[src/rtl/fpu_pkg.sv]
// Shared constants for the FPU result stage: op codes, class bit positions,
// IEEE-754 single-precision field constants and the canonical quiet NaN.
// No logic lives here; the stage and the classifier import it.
package fpu_pkg;

  // ALU op codes carried alongside each result
  localparam logic [1:0] FOP_ADD = 2'b00;
  localparam logic [1:0] FOP_SUB = 2'b01;
  localparam logic [1:0] FOP_MUL = 2'b10;
  localparam logic [1:0] FOP_DIV = 2'b11;

  // Bit positions inside the 5-bit class vector {neg, nan, inf, zero, denorm}
  localparam int CLS_NEG    = 4;
  localparam int CLS_NAN    = 3;
  localparam int CLS_INF    = 2;
  localparam int CLS_ZERO   = 1;
  localparam int CLS_DENORM = 0;

  localparam int CLS_W = 5;

  // Exponent field value shared by NaN and infinity
  localparam logic [7:0] EXP_ALL1 = 8'hFF;

  // Canonical quiet NaN (positive, payload dropped)
  localparam logic [31:0] FP32_QNAN = 32'h7FC0_0000;

endpackage

[src/rtl/fpu_classify.sv]
// Classifies an IEEE-754 single into {neg, nan, inf, zero, denorm}.
// Latency: purely combinational.
// Backpressure: none; no state.
// Ports: y (32-bit pattern in), cls (5-bit class out, bit order from fpu_pkg).
module fpu_classify
  import fpu_pkg::*;
(
  input  logic [31:0]      y,
  output logic [CLS_W-1:0] cls
);

  logic [7:0]  exp_f;
  logic [22:0] man_f;
  logic        exp_all1;
  logic        exp_zero;
  logic        man_zero;

  assign exp_f    = y[30:23];
  assign man_f    = y[22:0];
  assign exp_all1 = (exp_f == EXP_ALL1);
  assign exp_zero = (exp_f == 8'h00);
  assign man_zero = (man_f == 23'd0);

  // Magnitude classes are mutually exclusive by construction; normal
  // numbers leave all four clear.
  always_comb begin
    cls             = '0;
    cls[CLS_NEG]    = y[31];
    cls[CLS_NAN]    = exp_all1 & ~man_zero;
    cls[CLS_INF]    = exp_all1 &  man_zero;
    cls[CLS_ZERO]   = exp_zero &  man_zero;
    cls[CLS_DENORM] = exp_zero & ~man_zero;
  end

endmodule

[src/rtl/fpu_result_stage.sv]
// Registered writeback stage: captures ALU results with op/tag/class into a FIFO.
// Latency: a result pushed at edge N is presented on out_* after edge N.
// Backpressure: in_ready = not full (registered state only); a stalled consumer never drops results.
//
// Ports:
//   clk, rst_n                          clock, async active-low reset
//   in_valid/in_ready, in_y/op/tag      ALU result input handshake
//   out_valid/out_ready, out_y/op/tag   head entry output handshake
//   out_class                           {neg, nan, inf, zero, denorm} of out_y
//   clear_sticky, sticky                sticky {nan, inf, zero, denorm} of pushed results
//   retired                             count of popped results (wraps)
// Build option: define FPU_CANON_NAN_EN to store every NaN as FP32_QNAN.
module fpu_result_stage
  import fpu_pkg::*;
#(
  parameter int DEPTH = 2,
  parameter int TAG_W = 4,
  parameter int CNT_W = 16
) (
  input  logic             clk,
  input  logic             rst_n,
  input  logic             in_valid,
  output logic             in_ready,
  input  logic [31:0]      in_y,
  input  logic [1:0]       in_op,
  input  logic [TAG_W-1:0] in_tag,
  output logic             out_valid,
  input  logic             out_ready,
  output logic [31:0]      out_y,
  output logic [1:0]       out_op,
  output logic [TAG_W-1:0] out_tag,
  output logic [CLS_W-1:0] out_class,
  input  logic             clear_sticky,
  output logic [3:0]       sticky,
  output logic [CNT_W-1:0] retired
);

  localparam int PTR_W = (DEPTH > 1) ? $clog2(DEPTH) : 1;
  localparam int OCC_W = $clog2(DEPTH + 1);

  typedef struct packed {
    logic [31:0]      y;
    logic [1:0]       op;
    logic [TAG_W-1:0] tag;
    logic [CLS_W-1:0] cls;
  } entry_t;

  entry_t           mem_q [DEPTH];
  entry_t           mem_d [DEPTH];
  logic [PTR_W-1:0] wr_ptr_q, wr_ptr_d;
  logic [PTR_W-1:0] rd_ptr_q, rd_ptr_d;
  logic [OCC_W-1:0] count_q, count_d;
  logic [3:0]       sticky_q, sticky_d;
  logic [CNT_W-1:0] retired_q, retired_d;

  logic [CLS_W-1:0] raw_cls;
  entry_t           new_entry;
  entry_t           head;
  logic             push;
  logic             pop;

  // Classification happens on the push path so the stored class always
  // matches the stored bit pattern.
  fpu_classify u_classify (
    .y   (in_y),
    .cls (raw_cls)
  );

  always_comb begin
    new_entry     = '0;
    new_entry.op  = in_op;
    new_entry.tag = in_tag;
`ifdef FPU_CANON_NAN_EN
    // Sign and payload are dropped: the canonical NaN is positive.
    if (raw_cls[CLS_NAN]) begin
      new_entry.y   = FP32_QNAN;
      new_entry.cls = CLS_W'(1) << CLS_NAN;
    end else begin
      new_entry.y   = in_y;
      new_entry.cls = raw_cls;
    end
`else
    new_entry.y   = in_y;
    new_entry.cls = raw_cls;
`endif
  end

  // Both flags come from registered occupancy only, so out_ready never
  // reaches in_ready combinationally; a full FIFO refuses a push even when
  // the head is being popped in the same cycle.
  assign in_ready  = (count_q != OCC_W'(DEPTH));
  assign out_valid = (count_q != '0);
  assign push      = in_valid & in_ready;
  assign pop       = out_valid & out_ready;

  always_comb begin
    mem_d     = mem_q;
    wr_ptr_d  = wr_ptr_q;
    rd_ptr_d  = rd_ptr_q;
    count_d   = count_q;
    sticky_d  = sticky_q;
    retired_d = retired_q;

    // DEPTH is a power of two, so pointer increments wrap naturally.
    if (push) begin
      mem_d[wr_ptr_q] = new_entry;
      wr_ptr_d        = wr_ptr_q + PTR_W'(1);
    end

    if (pop) begin
      rd_ptr_d  = rd_ptr_q + PTR_W'(1);
      retired_d = retired_q + CNT_W'(1);
    end

    case ({push, pop})
      2'b10:   count_d = count_q + OCC_W'(1);
      2'b01:   count_d = count_q - OCC_W'(1);
      default: count_d = count_q;
    endcase

    // A clear in the same cycle as a push keeps only the new result's flags.
    if (clear_sticky) begin
      sticky_d = push ? new_entry.cls[3:0] : 4'b0000;
    end else if (push) begin
      sticky_d = sticky_q | new_entry.cls[3:0];
    end
  end

  always_ff @(posedge clk or negedge rst_n) begin
    if (!rst_n) begin
      for (int i = 0; i < DEPTH; i++) begin
        mem_q[i] <= '0;
      end
      wr_ptr_q  <= '0;
      rd_ptr_q  <= '0;
      count_q   <= '0;
      sticky_q  <= '0;
      retired_q <= '0;
    end else begin
      mem_q     <= mem_d;
      wr_ptr_q  <= wr_ptr_d;
      rd_ptr_q  <= rd_ptr_d;
      count_q   <= count_d;
      sticky_q  <= sticky_d;
      retired_q <= retired_d;
    end
  end

  // Outputs read as zero while the FIFO is empty.
  assign head      = out_valid ? mem_q[rd_ptr_q] : '0;
  assign out_y     = head.y;
  assign out_op    = head.op;
  assign out_tag   = head.tag;
  assign out_class = head.cls;
  assign sticky    = sticky_q;
  assign retired   = retired_q;

endmodule

[config.mk]
export PLATFORM = sky130hd
export DESIGN_NAME = fpu_result_stage
export DESIGN_NICKNAME = d
export VERILOG_FILES = /design/src/rtl/fpu_pkg.sv /design/src/rtl/fpu_classify.sv /design/src/rtl/fpu_result_stage.sv
export SDC_FILE = /design/constraint.sdc
export NUM_CORES = 1
export LEC_CHECK = 0
export ABC_AREA = 0
export CORE_MARGIN = 3
export CORE_UTILIZATION = 52
export CTS_CLUSTER_SIZE = 30
export DETAILED_ROUTE_END_ITERATION = 8
export PLACE_DENSITY = 0.8
export SYNTH_ARGS = -nofsm -noshare
export SYNTH_HDL_FRONTEND = slang
export SYNTH_HIERARCHICAL = 1
export SYNTH_SLANG_ARGS = --single-unit
[constraint.sdc]
create_clock -name clk -period 2.1 [get_ports clk]
set_clock_uncertainty 0.05 [all_clocks]
set_input_delay 0.42 -clock clk [delete_from_list [all_inputs] [get_ports clk]]
set_output_delay 0.42 -clock clk [all_outputs]
set_load 0.03 [all_outputs]
==> flow_metrics.tcl <==
set metrics [dict create \
    status "finished clean" \
    synth.cell_area_um2 5410 \
    synth_seq_cells 110 \
    vias 3421 \
    die_h_um 108 \
    wl_per_cell_um 17.6 \
    endpoint_kind "output port" \
    drive_gt1_share_pct 34.4 \
    cts_buffers 9 \
    via_per_inst 5.23 \
    clock_path_buffers 2 \
    synth_top_area_cell "dfrtp_1" \
    critPathKind "register to output port" \
    synthTopCellsByArea "dfrtp_1 (51%), mux2_4 (22%), mux2i_1 (8.0%)" \
    initialDrtViolationCount 137 \
    fin_setup_tns_ns 0 \
    max-slew-margin-rel_pct 72.6 \
    drc 0 \
    dp_hpwl_mm 8.20 \
    die_w_um 108 \
    area_delta_synth_final_pct 27.0 \
    powerDensity_nw_per_um2 1650 \
    core-area_um2 9950 \
    yosysMostFrequentCell "dfrtp_1" \
    fmax_ghz 0.482 \
    p_leak_nw 3.28 \
    syn_nets 439 \
    cp-start-kind "register" \
    num_rows 36 \
    drv_slew 0 \
    period_needed_ns 2.07 \
    rsz0062_at_grt "true" \
    port_buffers 107 \
    track_usage_pct 20.9 \
    vdd_drop_max_v 0.00105 \
    required_ns 1.63 \
    io_pins 108 \
    initial_core_util_pct 54.4 \
    cts.sinks 110 \
    cts_root_buffer "clkbuf_8" \
    postRouteAntennaNets 0 \
    antenna_found_initial 0 \
    grt_pass1_wl_mm 19.1 \
    worst_slew_pin_slew_ns 0.407 \
    synthArstFlopShare_pct 100 \
    yosysSeqAreaShare_pct 50.9 \
    worstPathArrival_ns 1.60 \
    synthTopCellsByCount "dfrtp_1 (110), mux2_4 (80), nor2_1 (50)" \
    nets 561 \
    syn_inst 394 \
    diodes 0 \
    gr-total-overflow 0 \
    clock_latency_ns 0.37 \
    whs_ns 0.362 \
    synth_top_area_share_pct 50.9 \
    die_area_um2 11700 \
    postRouteWirelength_mm 11.5 \
    synth-edff-count 0 \
    hold_viol_final 0 \
    synth.avg_cell_area_um2 13.7 \
    gp_routability_congestion 0.785 \
    hp-class "primary input to asynchronous set/reset pin" \
    grt_max_degree 53 \
    synth-main-ff-cell "dfrtp_1" \
    drv_cap 0 \
    yosysUniqueCellTypes 33 \
    firstDrtPassIters 4 \
    crit_fanout 23 \
    tritoncts "done" \
    htree_levels 3 \
    n_fill_cell 708 \
    setup_violations 0 \
    min_period_over_period_pct 98.7 \
    yosys_warnings 6 \
    path_clk_slew_ns 0.10 \
    grt_pass1_vias 3663 \
]
==> area by class of cell <==
cell class / count / area [um^2] / area share [%]
sequential: 110 / 2750 / 40.1
multi-input combinational: 257 / 2440 / 35.5
timing repair buffer: 131 / 1300 / 18.9
tap: 133 / 166 / 2.42
clock buffer: 13 / 159 / 2.31
inverter: 7 / 33.8 / 0.492
clock inverter: 3 / 18.8 / 0.273
==> critical path, cell delays in order, from the launching register on <==
cell     delay, ns
dfrtp_2       0.48
buf_12        0.25
mux2i_1       0.26
nor2_1        0.06
buf_4         0.17
==> cells by family (layout without fill, tap and decap cells) <==
kind of cell / count (synthesis) / in the layout / synth area share [%]
flops: 110 / 110 / 50.9
mux: 129 / 129 / 31.4
fa+ha+maj: 2 / 2 / 0.462
compound gates: 7 / 7 / 0.647
buf+inv: 27 / 154 / 4.21
simple gates: 99 / 99 / 9.18
xor+xnor: 20 / 20 / 3.24
==> final timing paths <==
path / from / to / slack, ns / depth (start not counted)
max in group asynchronous: rst_n / rd_ptr_q / 0.98 / 3
setup reg to reg: count_q[0] / mem_q[43] / 0.31 / 6
setup / recovery: rd_ptr_q / out_y[8] / 0.03 / 4
min in group clk: retired[15] / retired[15] / 0.45 / 1
hold reg to reg: retired[15] / retired[15] / 0.45 / 1
hold / removal: rst_n / mem_q[29] / 0.36 / 2
==> metal layers <==
layer / part of all wire [%] / GRT usage (%)
met5: 0 / 0
met3: 4.3 / 4.24
met4: 0.94 / 4.87
met1: 49 / 30.8
met2: 46 / 32.1
==> through the flow <==
step | total power (W) | worst slack, ns | utilization (%) | std cells | cell area (um^2)
floorplan | 0.00806 | 0.224 | - | 394 | 5410
CTS | 0.0114 | 0.00152 | 68.9 | 653 | 6860
finish | 0.0113 | 0.0268 | 69.0 | 654 | 6870
detailed placement | 0.0101 | -0.0649 | 66.8 | 634 | 6650
global route | 0.0119 | -0.0375 | 69.0 | 654 | 6870
global placement | 0.0100 | -0.0355 | 66.8 | 634 | 6650
==> state kept, by name (all words and copies together) (netlist names) <==
register,flops
retired,16
wr_ptr_q,1
count_q,2
sticky,4
rd_ptr_q,1
mem_q,86
==> layout by cell type (no fill, tap or decap), types with 4 or more instances in the layout <==
cell and n:
mux2_4 80, buf_12 12, nor3_1 4, xnor2_1 17, mux2_2 6, nand2_1 14
nor4_1 4, dfrtp_1 109, inv_1 6, mux2i_1 42, o21ai_0 4, clkbuf_8 11
nand3_1 6, nor2_1 49, buf_4 54, nand4_1 9, clkdlybuf4s50_1 61
==> report_power, final <==
| group | internal, W | switching (W) | leakage, nW |
|---|---|---|---|
| registers | 0.00300 | 0.000615 | 1.35 |
| logic | 0.00326 | 0.00327 | 1.84 |
| clock network | 0.000497 | 0.000683 | 0.0934 |
==> what timing repair did <==
item	CTS	global route
hold buffers	1	0
setup buffers	2	1
pin swaps	0	1
resized for setup	3	2
setup endpoints to repair	35	24
endpoints found under the hold margin	8	0
(Power assumes the default switching activity.)
